==> config.mk <==
export PLATFORM = sky130hd
export DESIGN_NAME = abr_mem_arb
export DESIGN_NICKNAME = d
export VERILOG_FILES = /design/src/rtl/abr_mem_arb.sv
export SDC_FILE = /design/constraint.sdc
export NUM_CORES = 1
export LEC_CHECK = 0
export ABC_CLOCK_PERIOD_IN_PS = 3000
export BUFFER_PORTS_ARGS = -buffer_cell sky130_fd_sc_hd__buf_2
export CORE_AREA = 2 2 257 259
export DETAILED_ROUTE_END_ITERATION = 10
export DIE_AREA = 0 0 259 261
export HOLD_SLACK_MARGIN = 0.12
export PLACE_DENSITY = 0.32
export SLEW_MARGIN = 15
export SYNTH_ARGS = -nofsm -noshare
export SYNTH_HDL_FRONTEND = slang
export SYNTH_SLANG_ARGS = --single-unit
==> constraint.sdc <==
create_clock -name clk -period 3 [get_ports clk]
set_input_delay 0.45 -clock clk [delete_from_list [all_inputs] [get_ports clk]]
set_output_delay 0.45 -clock clk [all_outputs]
set_load 0.005 [all_outputs]
==> src/rtl/abr_mem_arb.sv <==
// Round-robin arbiter sharing one ABR memory instance among NUM_REQ requesters.
// Optional grant locking is enabled by defining ABR_MEM_ARB_LOCK_EN.
module abr_mem_arb #(
  parameter int NUM_REQ    = 3,
  parameter int ADDR_W     = 14,
  parameter int DATA_W     = 96,
  parameter int RD_LATENCY = 1
) (
  input  logic                      clk,
  input  logic                      rst,
  input  logic [NUM_REQ-1:0]        req_valid_i,
  input  logic [2*NUM_REQ-1:0]      req_rw_i,
  input  logic [NUM_REQ*ADDR_W-1:0] req_addr_i,
  input  logic [NUM_REQ*DATA_W-1:0] req_wdata_i,
  input  logic [NUM_REQ-1:0]        req_lock_i,
  output logic [NUM_REQ-1:0]        req_gnt_o,
  output logic [NUM_REQ-1:0]        rsp_rvalid_o,
  output logic [DATA_W-1:0]         rsp_rdata_o,
  output logic [1:0]                mem_rw_o,
  output logic [ADDR_W-1:0]         mem_addr_o,
  output logic [DATA_W-1:0]         mem_wdata_o,
  input  logic [DATA_W-1:0]         mem_rdata_i,
  output logic                      busy_o
);

  localparam int PTR_W = (NUM_REQ > 2) ? 2 : 1;
  localparam logic [1:0] RW_IDLE  = 2'b00;
  localparam logic [1:0] RW_READ  = 2'b01;
  localparam logic [1:0] RW_WRITE = 2'b10;

  function automatic logic [PTR_W-1:0] next_ptr(input logic [PTR_W-1:0] p);
    if (p == PTR_W'(NUM_REQ - 1)) begin
      return {PTR_W{1'b0}};
    end else begin
      return p + PTR_W'(1);
    end
  endfunction

  logic [NUM_REQ-1:0] elig_s;
  logic [NUM_REQ-1:0] gnt_s;
  logic               gnt_any_s;
  logic [PTR_W-1:0]   gnt_idx_s;
  logic               rr_any_s;
  logic [PTR_W-1:0]   rr_idx_s;
  logic [PTR_W-1:0]   cand_s;
  logic [1:0]         gnt_rw_s;
  logic [ADDR_W-1:0]  gnt_addr_s;
  logic [DATA_W-1:0]  gnt_wdata_s;
  logic               gnt_lock_s;
  logic               tag_any_s;
  logic [PTR_W-1:0]   rr_ptr_r;
  logic [1:0]         mem_rw_r;
  logic [ADDR_W-1:0]  mem_addr_r;
  logic [DATA_W-1:0]  mem_wdata_r;
  logic [NUM_REQ-1:0] tag_r [RD_LATENCY+1];

`ifdef ABR_MEM_ARB_LOCK_EN
  typedef enum logic {UNLOCKED = 1'b0, LOCKED = 1'b1} lock_state_e;
  lock_state_e        lock_state_r;
  logic [PTR_W-1:0]   owner_r;
`else
  logic               unused_lock_s;
  assign unused_lock_s = ^req_lock_i;
`endif

  // Eligibility: valid request carrying a read or write command.
  always_comb begin
    elig_s = '0;
    for (int i = 0; i < NUM_REQ; i++) begin
      if (req_valid_i[i] && (req_rw_i[2*i +: 2] == RW_READ || req_rw_i[2*i +: 2] == RW_WRITE)) begin
        elig_s[i] = 1'b1;
      end else begin
        elig_s[i] = 1'b0;
      end
    end
  end

  // Round-robin search starting at rr_ptr_r.
  always_comb begin
    rr_any_s = 1'b0;
    rr_idx_s = '0;
    cand_s   = '0;
    for (int k = 0; k < NUM_REQ; k++) begin
      cand_s = PTR_W'((int'(rr_ptr_r) + k) % NUM_REQ);
      if (!rr_any_s && elig_s[cand_s]) begin
        rr_any_s = 1'b1;
        rr_idx_s = cand_s;
      end else begin
        rr_any_s = rr_any_s;
      end
    end
  end

  // Final grant: a held lock overrides round-robin; reset blocks all grants.
  always_comb begin
    gnt_any_s = 1'b0;
    gnt_idx_s = '0;
`ifdef ABR_MEM_ARB_LOCK_EN
    if (lock_state_r == LOCKED) begin
      gnt_any_s = elig_s[owner_r];
      gnt_idx_s = owner_r;
    end else begin
      gnt_any_s = rr_any_s;
      gnt_idx_s = rr_idx_s;
    end
`else
    gnt_any_s = rr_any_s;
    gnt_idx_s = rr_idx_s;
`endif
    if (rst) begin
      gnt_any_s = 1'b0;
    end else begin
      gnt_any_s = gnt_any_s;
    end
    if (gnt_any_s) begin
      gnt_s = {{(NUM_REQ-1){1'b0}}, 1'b1} << gnt_idx_s;
    end else begin
      gnt_s = '0;
    end
  end

  assign req_gnt_o = gnt_s;

  // Select the granted requester's command, address, data and lock request.
  always_comb begin
    gnt_rw_s    = RW_IDLE;
    gnt_addr_s  = '0;
    gnt_wdata_s = '0;
    gnt_lock_s  = 1'b0;
    for (int i = 0; i < NUM_REQ; i++) begin
      if (gnt_idx_s == PTR_W'(i)) begin
        gnt_rw_s    = req_rw_i[2*i +: 2];
        gnt_addr_s  = req_addr_i[i*ADDR_W +: ADDR_W];
        gnt_wdata_s = req_wdata_i[i*DATA_W +: DATA_W];
        gnt_lock_s  = req_lock_i[i];
      end else begin
        gnt_lock_s = gnt_lock_s;
      end
    end
  end

  // Memory command register: address and data hold when nothing is granted.
  always_ff @(posedge clk) begin
    if (rst) begin
      mem_rw_r    <= RW_IDLE;
      mem_addr_r  <= '0;
      mem_wdata_r <= '0;
    end else if (gnt_any_s) begin
      mem_rw_r    <= gnt_rw_s;
      mem_addr_r  <= gnt_addr_s;
      mem_wdata_r <= gnt_wdata_s;
    end else begin
      mem_rw_r    <= RW_IDLE;
    end
  end

  assign mem_rw_o    = mem_rw_r;
  assign mem_addr_o  = mem_addr_r;
  assign mem_wdata_o = mem_wdata_r;

  // Requester-tag pipeline: the last stage lines up with returning read data.
  always_ff @(posedge clk) begin
    if (rst) begin
      for (int k = 0; k <= RD_LATENCY; k++) begin
        tag_r[k] <= '0;
      end
    end else begin
      if (gnt_any_s && gnt_rw_s == RW_READ) begin
        tag_r[0] <= gnt_s;
      end else begin
        tag_r[0] <= '0;
      end
      for (int k = 1; k <= RD_LATENCY; k++) begin
        tag_r[k] <= tag_r[k-1];
      end
    end
  end

  // Any read still in flight.
  always_comb begin
    tag_any_s = 1'b0;
    for (int k = 0; k <= RD_LATENCY; k++) begin
      tag_any_s = tag_any_s | (|tag_r[k]);
    end
  end

  assign rsp_rvalid_o = tag_r[RD_LATENCY];
  assign rsp_rdata_o  = mem_rdata_i;

`ifdef ABR_MEM_ARB_LOCK_EN
  // Lock FSM and round-robin pointer; a dropped lock hands priority past the owner.
  always_ff @(posedge clk) begin
    if (rst) begin
      lock_state_r <= UNLOCKED;
      owner_r      <= '0;
      rr_ptr_r     <= '0;
    end else begin
      case (lock_state_r)
        UNLOCKED: begin
          if (gnt_any_s) begin
            rr_ptr_r <= next_ptr(gnt_idx_s);
            if (gnt_lock_s) begin
              lock_state_r <= LOCKED;
              owner_r      <= gnt_idx_s;
            end else begin
              lock_state_r <= UNLOCKED;
            end
          end else begin
            rr_ptr_r <= rr_ptr_r;
          end
        end
        LOCKED: begin
          rr_ptr_r <= next_ptr(owner_r);
          if (gnt_any_s && gnt_lock_s) begin
            lock_state_r <= LOCKED;
          end else begin
            lock_state_r <= UNLOCKED;
          end
        end
        default: begin
          lock_state_r <= UNLOCKED;
          rr_ptr_r     <= '0;
        end
      endcase
    end
  end

  assign busy_o = (lock_state_r == LOCKED) | tag_any_s;
`else
  // Round-robin pointer advances past every grant.
  always_ff @(posedge clk) begin
    if (rst) begin
      rr_ptr_r <= '0;
    end else if (gnt_any_s) begin
      rr_ptr_r <= next_ptr(gnt_idx_s);
    end else begin
      rr_ptr_r <= rr_ptr_r;
    end
  end

  assign busy_o = tag_any_s;
`endif

endmodule

==> flow_metrics.env, run 1 <==
export IMPL_layout_drive_gt1_share_pct=56.0
export IMPL_hold_buffers=0
export IMPL_power_frac_clock_pct=26.7
export IMPL_overflow=0
export IMPL_dp_cells=1919
export IMPL_synthArstFlopShare_pct=0
export IMPL_ys_top_cells_by_area="dfxtp_1, o22ai_2, buf_4"
export IMPL_min_delay_start="req_wdata_i[122]"
export IMPL_final_antenna_net_count=0
export IMPL_critPathTopFamily="simple AND/OR/NAND/NOR gates"
export IMPL_peakVddDrop_mv=0.518
export IMPL_rows=94
export IMPL_clock_skew_ns=0.0107
export IMPL_p_total_uw=9220
export IMPL_place_hpwl_mm=24.0
export IMPL_num_io_pins=655
export IMPL_pwr_share_comb_pct=45.1
export IMPL_cpPeakStageDelay_ns=0.43
export IMPL_yosysTopAreaCell="dfxtp_1"
export IMPL_cp_arrival_ns=2.39
export IMPL_powerDensity_mw_per_mm2=876
export IMPL_p_leak_uw=0.00459
export IMPL_status="finished, final reports clean"
export IMPL_synth_edf_count=6
export IMPL_start_util_pct=10.8
export IMPL_power_frac_seq_pct=28.1
export IMPL_yosysWarningCount=0
export IMPL_drc=0
export IMPL_worstPathMaxFanout=6
export IMPL_drt_wl_total_mm=31.9
export IMPL_cp_required_ns=2.55
export IMPL_coreArea_mm2=0.0650
export IMPL_cts_root_buf="clkbuf_16"
export IMPL_portBuffers=459
export IMPL_worstHoldPathType="primary input to register"
export IMPL_grt_max_degree=46
export IMPL_rr_endpoint="mem_wdata_o[84]"
export IMPL_routed_via_density=3.57
export IMPL_path_cells="inv_2 > ha_4 > nor4bb_4 > o21ai_2 > o41a_1 > nor3_4 > buf_2"
export IMPL_cts_buffer_depth=2
export IMPL_htreeDepth=4
export IMPL_hold_end="mem_wdata_o[26]"
export IMPL_dr_pass1_iters=4
export IMPL_setup_ws_ns=0.160
export IMPL_final_nets=1523
export IMPL_synth_distinct_cells=51
export IMPL_syn_cell_area_mm2=0.00703
export IMPL_startpoint_type="register"
export IMPL_whs_path_depth=2
export IMPL_setup_violations=0
export IMPL_tritoncts="built"
export IMPL_rr_startpoint="rr_ptr_r[1]"
export IMPL_drt_iter0_drc=273
export IMPL_internal_power_uw=5700
export IMPL_power_switching_uw=3520
export IMPL_finalHoldViolCount=0
export IMPL_vias=6992
export IMPL_path_class="register to output port"
export IMPL_final_cells=1957
export IMPL_fp_dieH_um=261
export IMPL_cts_sinks=120
export IMPL_slew_headroom_pct=54.4
export IMPL_worst_slew_pin_slew_ns=0.684
export IMPL_cts_buffers=17
export IMPL_detailedPlace_worstSlack_ns=0.228
export IMPL_syn_avg_cell_area_um2=9.70
export IMPL_fmax_ghz=0.352
export IMPL_fillers=7430
export IMPL_end_kind="output port"
export IMPL_finalMaxSlewViolations=0
export IMPL_max_cap_violations=0
export IMPL_grt_usage_pct=9.16
export IMPL_final_common_cell="buf_2"
export IMPL_regToRegSetupSlack_ns=0.41
export IMPL_synth_seq_cells=120
export IMPL_grt_pass1_wl_mm=44.6
export IMPL_wl_per_cell_um=16.3
export IMPL_slowest_stage="o41a_1"
export IMPL_synthCells=725
export IMPL_r2r_cells=11
export IMPL_yosysSeqAreaShare_pct=35.0
export IMPL_dominantRegCellSynth="dfxtp_1"
export IMPL_routabilityCongestion=0.778
export IMPL_area_delta_synth_final_pct=49.7
export IMPL_worstSkewPairLatency_ns=0.47
export IMPL_hold_ws_ns=0.206
export IMPL_antenna_found_initial=0
export IMPL_grt_pass1_vias=7082
export IMPL_dieArea_mm2=0.0676
export IMPL_fp_dieW_um=259
export IMPL_min_period_over_period_pct=94.7
export IMPL_synth_top_cell_area_share_pct=32.5
export IMPL_final_cell_mix="buf_2, dfxtp_1, nand2_1, a22oi_1, mux2i_1"
export IMPL_switching_share_pct=38.1
export IMPL_fin_crit_ns=2.84
export IMPL_post_route_util_pct=16.2
export IMPL_path_buf_inv=2
export IMPL_clk_pin_slew_ns=0.06
-- logic make-up (layout without fill, tap and decap cells) --
family                   count (synthesis)  count (layout)  share of synthesized area [%]
other                                    1               7                         0.0533
XOR/XNOR                                 3               3                          0.374
AND/OR/NAND/NOR                        117             117                           7.44
flip-flops                             120             120                           35.0
multiplexers                            72              72                           10.2
AO/OA/AOI/OAI                          242             242                           31.1
buffers and inverters                  167             529                           15.3
adder cells (fa/ha/maj)                  3               3                          0.534
-- repair_timing --
action                     CTS  global route
cloned                       0             0
resized for setup            5             9
setup buffers                3             3
setup endpoints to repair    3             3
pin swaps                    2             5
-- metal layers --
layer	global-route usage, %	wire length [um]
met5	0	0
met4	5.06	1190
met3	4.00	2840
met2	15.9	15800
met1	9.21	12100
-- final cells by class --
class / count / area [um2] / share of cell area [%]
multi-input combinational: 443 / 3610 / 34.3
timing repair buffer: 493 / 2680 / 25.5
sequential: 120 / 2460 / 23.4
tap: 864 / 1080 / 10.3
clock buffer: 20 / 478 / 4.54
clock inverter: 11 / 193 / 1.83
inverter: 5 / 18.8 / 0.178
antenna: 1 / 2.50 / 0.0238
-- per-stage QoR --
step / TNS (ns) / area [um2]
2_1_floorplan: 0 / 7050
3_3_place_gp: 0 / 9750
3_5_place_dp: 0 / 9750
4_1_cts: 0 / 10500
5_1_grt: -0.00353 / 10500
6_report: 0 / 10500
-- worst max-delay path by stage --
stage,start,endpoint,slack [ns],depth (start not counted)
CTS,rr_ptr_r[0],req_gnt_o[1],0.02,7
global placement,req_rw_i[3],mem_addr_o[6],0.24,9
finish,rr_ptr_r[0],req_gnt_o[1],0.16,7
global route,rr_ptr_r[0],req_gnt_o[1],-0.004,7
detailed placement,rr_ptr_r[0],mem_addr_o[9],0.23,9
floorplan,rr_ptr_r[0],req_gnt_o[1],0.51,8
-- flip-flops by register name, summed over array words and instances (netlist names) --
name and count:
tag_r 6, mem_rw_o 2, rr_ptr_r 2, mem_wdata_o 96, mem_addr_o 14
-- power by group through the flow --
stage / logic, uW / clock network [uW] / registers, uW
global placement: 4230 / 0 / 2620
finish: 4160 / 2460 / 2590
CTS: 4250 / 2620 / 2600
floorplan: 2410 / 0 / 2640
global route: 4580 / 2660 / 2680
detailed placement: 4210 / 0 / 2620
-- synthesized netlist by cell type (2+ instances only) --
cell,count
and2_1,3
inv_1,5
edfxtp_1,6
o22ai_1,2
mux2i_1,72
nor4_1,2
nand3_1,3
nand2_1,82
clkbuf_1,38
a22oi_1,73
a21oi_1,40
o22ai_2,70
ha_1,3
nor2_1,7
buf_2,15
a21o_1,2
a221o_1,38
xor2_1,2
o211ai_1,2
nor3_1,3
nor2b_1,5
o21ai_0,2
buf_4,100
a211oi_1,3
dfxtp_1,114
buf_6,7
buf_1,2
Note: power is estimated with default switching activity, not from simulation.
==> inputs of run 2 (changes only) <==
--- a/config.mk
+++ b/config.mk
@@ -11,7 +11,7 @@
 export DETAILED_ROUTE_END_ITERATION = 10
 export DIE_AREA = 0 0 259 261
 export HOLD_SLACK_MARGIN = 0.12
-export PLACE_DENSITY = 0.32
+export PLACE_DENSITY = 0.36
 export SLEW_MARGIN = 15
 export SYNTH_ARGS = -nofsm -noshare
 export SYNTH_HDL_FRONTEND = slang
==> run 2 against run 1 <==
  * Sequential share of layout area barely moved
  * Via count increased by 1.1%
  * Hold slack got worse by 0.0029 ns
  * Power shrank 2.2%
  * Utilization barely moved
  * Fmax fell by 0.74%
  * Critical endpoint unchanged
==> flow_metrics.env, run 2 (synthesis results as in run 1) <==
export IMPL_coreArea_mm2=0.0650
export IMPL_p_leak_uw=0.00460
export IMPL_path_class="register to output port"
export IMPL_diodes=0
export IMPL_cts_buffer_depth=2
export IMPL_rsz0062_at_grt="no"
export IMPL_min_period_over_period_pct=95.4
export IMPL_regToRegSetupSlack_ns=0.30
export IMPL_layout_drive_gt1_share_pct=56.7
export IMPL_htreeDepth=4
export IMPL_cts_buffers=17
export IMPL_largest_reg_flops=96
export IMPL_fp_dieW_um=259
export IMPL_clock_skew_ns=0.0148
export IMPL_area_delta_synth_final_pct=49.6
export IMPL_end_kind="output port"
export IMPL_antenna_found_initial=0
export IMPL_fmax_ghz=0.350
export IMPL_portBuffers=459
export IMPL_status="finished, final reports clean"
export IMPL_setup_ws_ns=0.139
export IMPL_routabilityCongestion=0.813
export IMPL_worstSkewPairLatency_ns=0.47
export IMPL_cp_arrival_ns=2.41
export IMPL_finalMaxSlewViolations=0
export IMPL_dr_pass1_iters=5
export IMPL_tritoncts="built"
export IMPL_dp_cells=1932
export IMPL_hold_end="mem_wdata_o[87]"
export IMPL_rows=94
export IMPL_wl_per_cell_um=16.2
export IMPL_detailedPlace_worstSlack_ns=0.0849
export IMPL_seq_area_mm2=0.00246
export IMPL_final_cell_mix="buf_2, dfxtp_1, nand2_1, a22oi_1, mux2i_1"
export IMPL_overflow=0
export IMPL_slew_headroom_pct=54.4
export IMPL_critPathLaunch="rr_ptr_r[0]"
export IMPL_dieArea_mm2=0.0676
export IMPL_routed_via_density=3.59
export IMPL_whs_path_depth=2
export IMPL_final_antenna_net_count=0
export IMPL_worstPathMaxFanout=3
export IMPL_fin_crit_ns=2.86
export IMPL_cts_root_buf="clkbuf_16"
export IMPL_final_nets=1534
export IMPL_powerDensity_mw_per_mm2=856
export IMPL_finalHoldViolCount=0
export IMPL_final_cells=1968
export IMPL_num_io_pins=655
export IMPL_start_util_pct=10.8
export IMPL_cp_required_ns=2.55
export IMPL_setup_violations=0
export IMPL_drc=0
export IMPL_fillers=7398
export IMPL_min_delay_start="req_wdata_i[183]"
export IMPL_peakVddDrop_mv=0.454
export IMPL_drt_iter0_drc=236
export IMPL_place_hpwl_mm=24.5
export IMPL_drt_wl_total_mm=31.9
export IMPL_finalSetupTns_ns=0
export IMPL_worstHoldPathType="primary input to register"
export IMPL_cts_sinks=120
export IMPL_grt_pass1_vias=7260
export IMPL_r2r_cells=11
export IMPL_rr_startpoint="rr_ptr_r[0]"
export IMPL_grt_pass1_wl_mm=44.1
export IMPL_final_common_cell="buf_2"
export IMPL_startpoint_type="register"
export IMPL_grt_usage_pct=9.00
export IMPL_rr_endpoint="mem_wdata_o[17]"
export IMPL_max_cap_violations=0
export IMPL_multi_input_area_mm2=0.00361
export IMPL_vias=7067
export IMPL_grt_max_degree=61
export IMPL_clk_pin_slew_ns=0.07
export IMPL_fp_dieH_um=261
export IMPL_worst_slew_pin_slew_ns=0.684
## run 2: stage by stage
step                      hold slack, ns  power, uW  area [um2]  utilization [%]
after floorplan                    0.456       5050        7050                -
after global placement             0.468       6830        9820             15.1
after detailed placement           0.467       6850        9820             15.1
after CTS                          0.139       9190       10500             16.1
after global routing               0.169       9640       10500             16.2
final                              0.203       9010       10500             16.2
## run 2: metal layers
metal / vias up / share of wire [%] / wire (um) / track usage, %
met5: - / 0 / 0 / 0
li1: 3343 / - / - / -
met1: 3237 / 38 / 12100 / 9.16
met4: 0 / 5.3 / 1680 / 6.58
met2: 406 / 48 / 15200 / 15.0
met3: 81 / 9.2 / 2920 / 3.68
## run 2: power breakdown
group	switching [uW]	internal, uW
clock network	911	1270
logic	2290	1930
registers	350	2250
total	3550	5460
## run 2: critical path: stages (launching register included)
cell and delay, ns:
dfxtp_2 0.34, inv_1 0.08, ha_4 0.26, nor4bb_4 0.32, o21ai_2 0.11, o41a_1 0.43, nor3_4 0.24, buf_2 0.18
## run 2: timing repair
item,4_1_cts,5_1_grt
setup buffers,2,2
pin swaps,3,6
hold buffers,0,0
setup endpoints to repair,3,3
gates resized for setup,4,14
## run 2: cell type report
cell class,count,share of cell area [%]
clock buffers,19,4.32
clock inverters,13,1.37
inverters,5,0.178
multi-input cells,443,34.3
flip-flops and latches,120,23.4
well taps,864,10.3
repair buffers,504,26.1
## run 2: worst max-delay path by stage
| stage | to | slack, ns | cells past startpoint |
|---|---|---|---|
| after floorplan | req_gnt_o[1] | 0.51 | 8 |
| after global placement | mem_addr_o[9] | 0.1 | 10 |
| after detailed placement | mem_wdata_o[17] | 0.08 | 10 |
| after CTS | req_gnt_o[1] | 0.002 | 9 |
| after global routing | req_gnt_o[2] | 0.003 | 9 |
| final | req_gnt_o[1] | 0.14 | 7 |
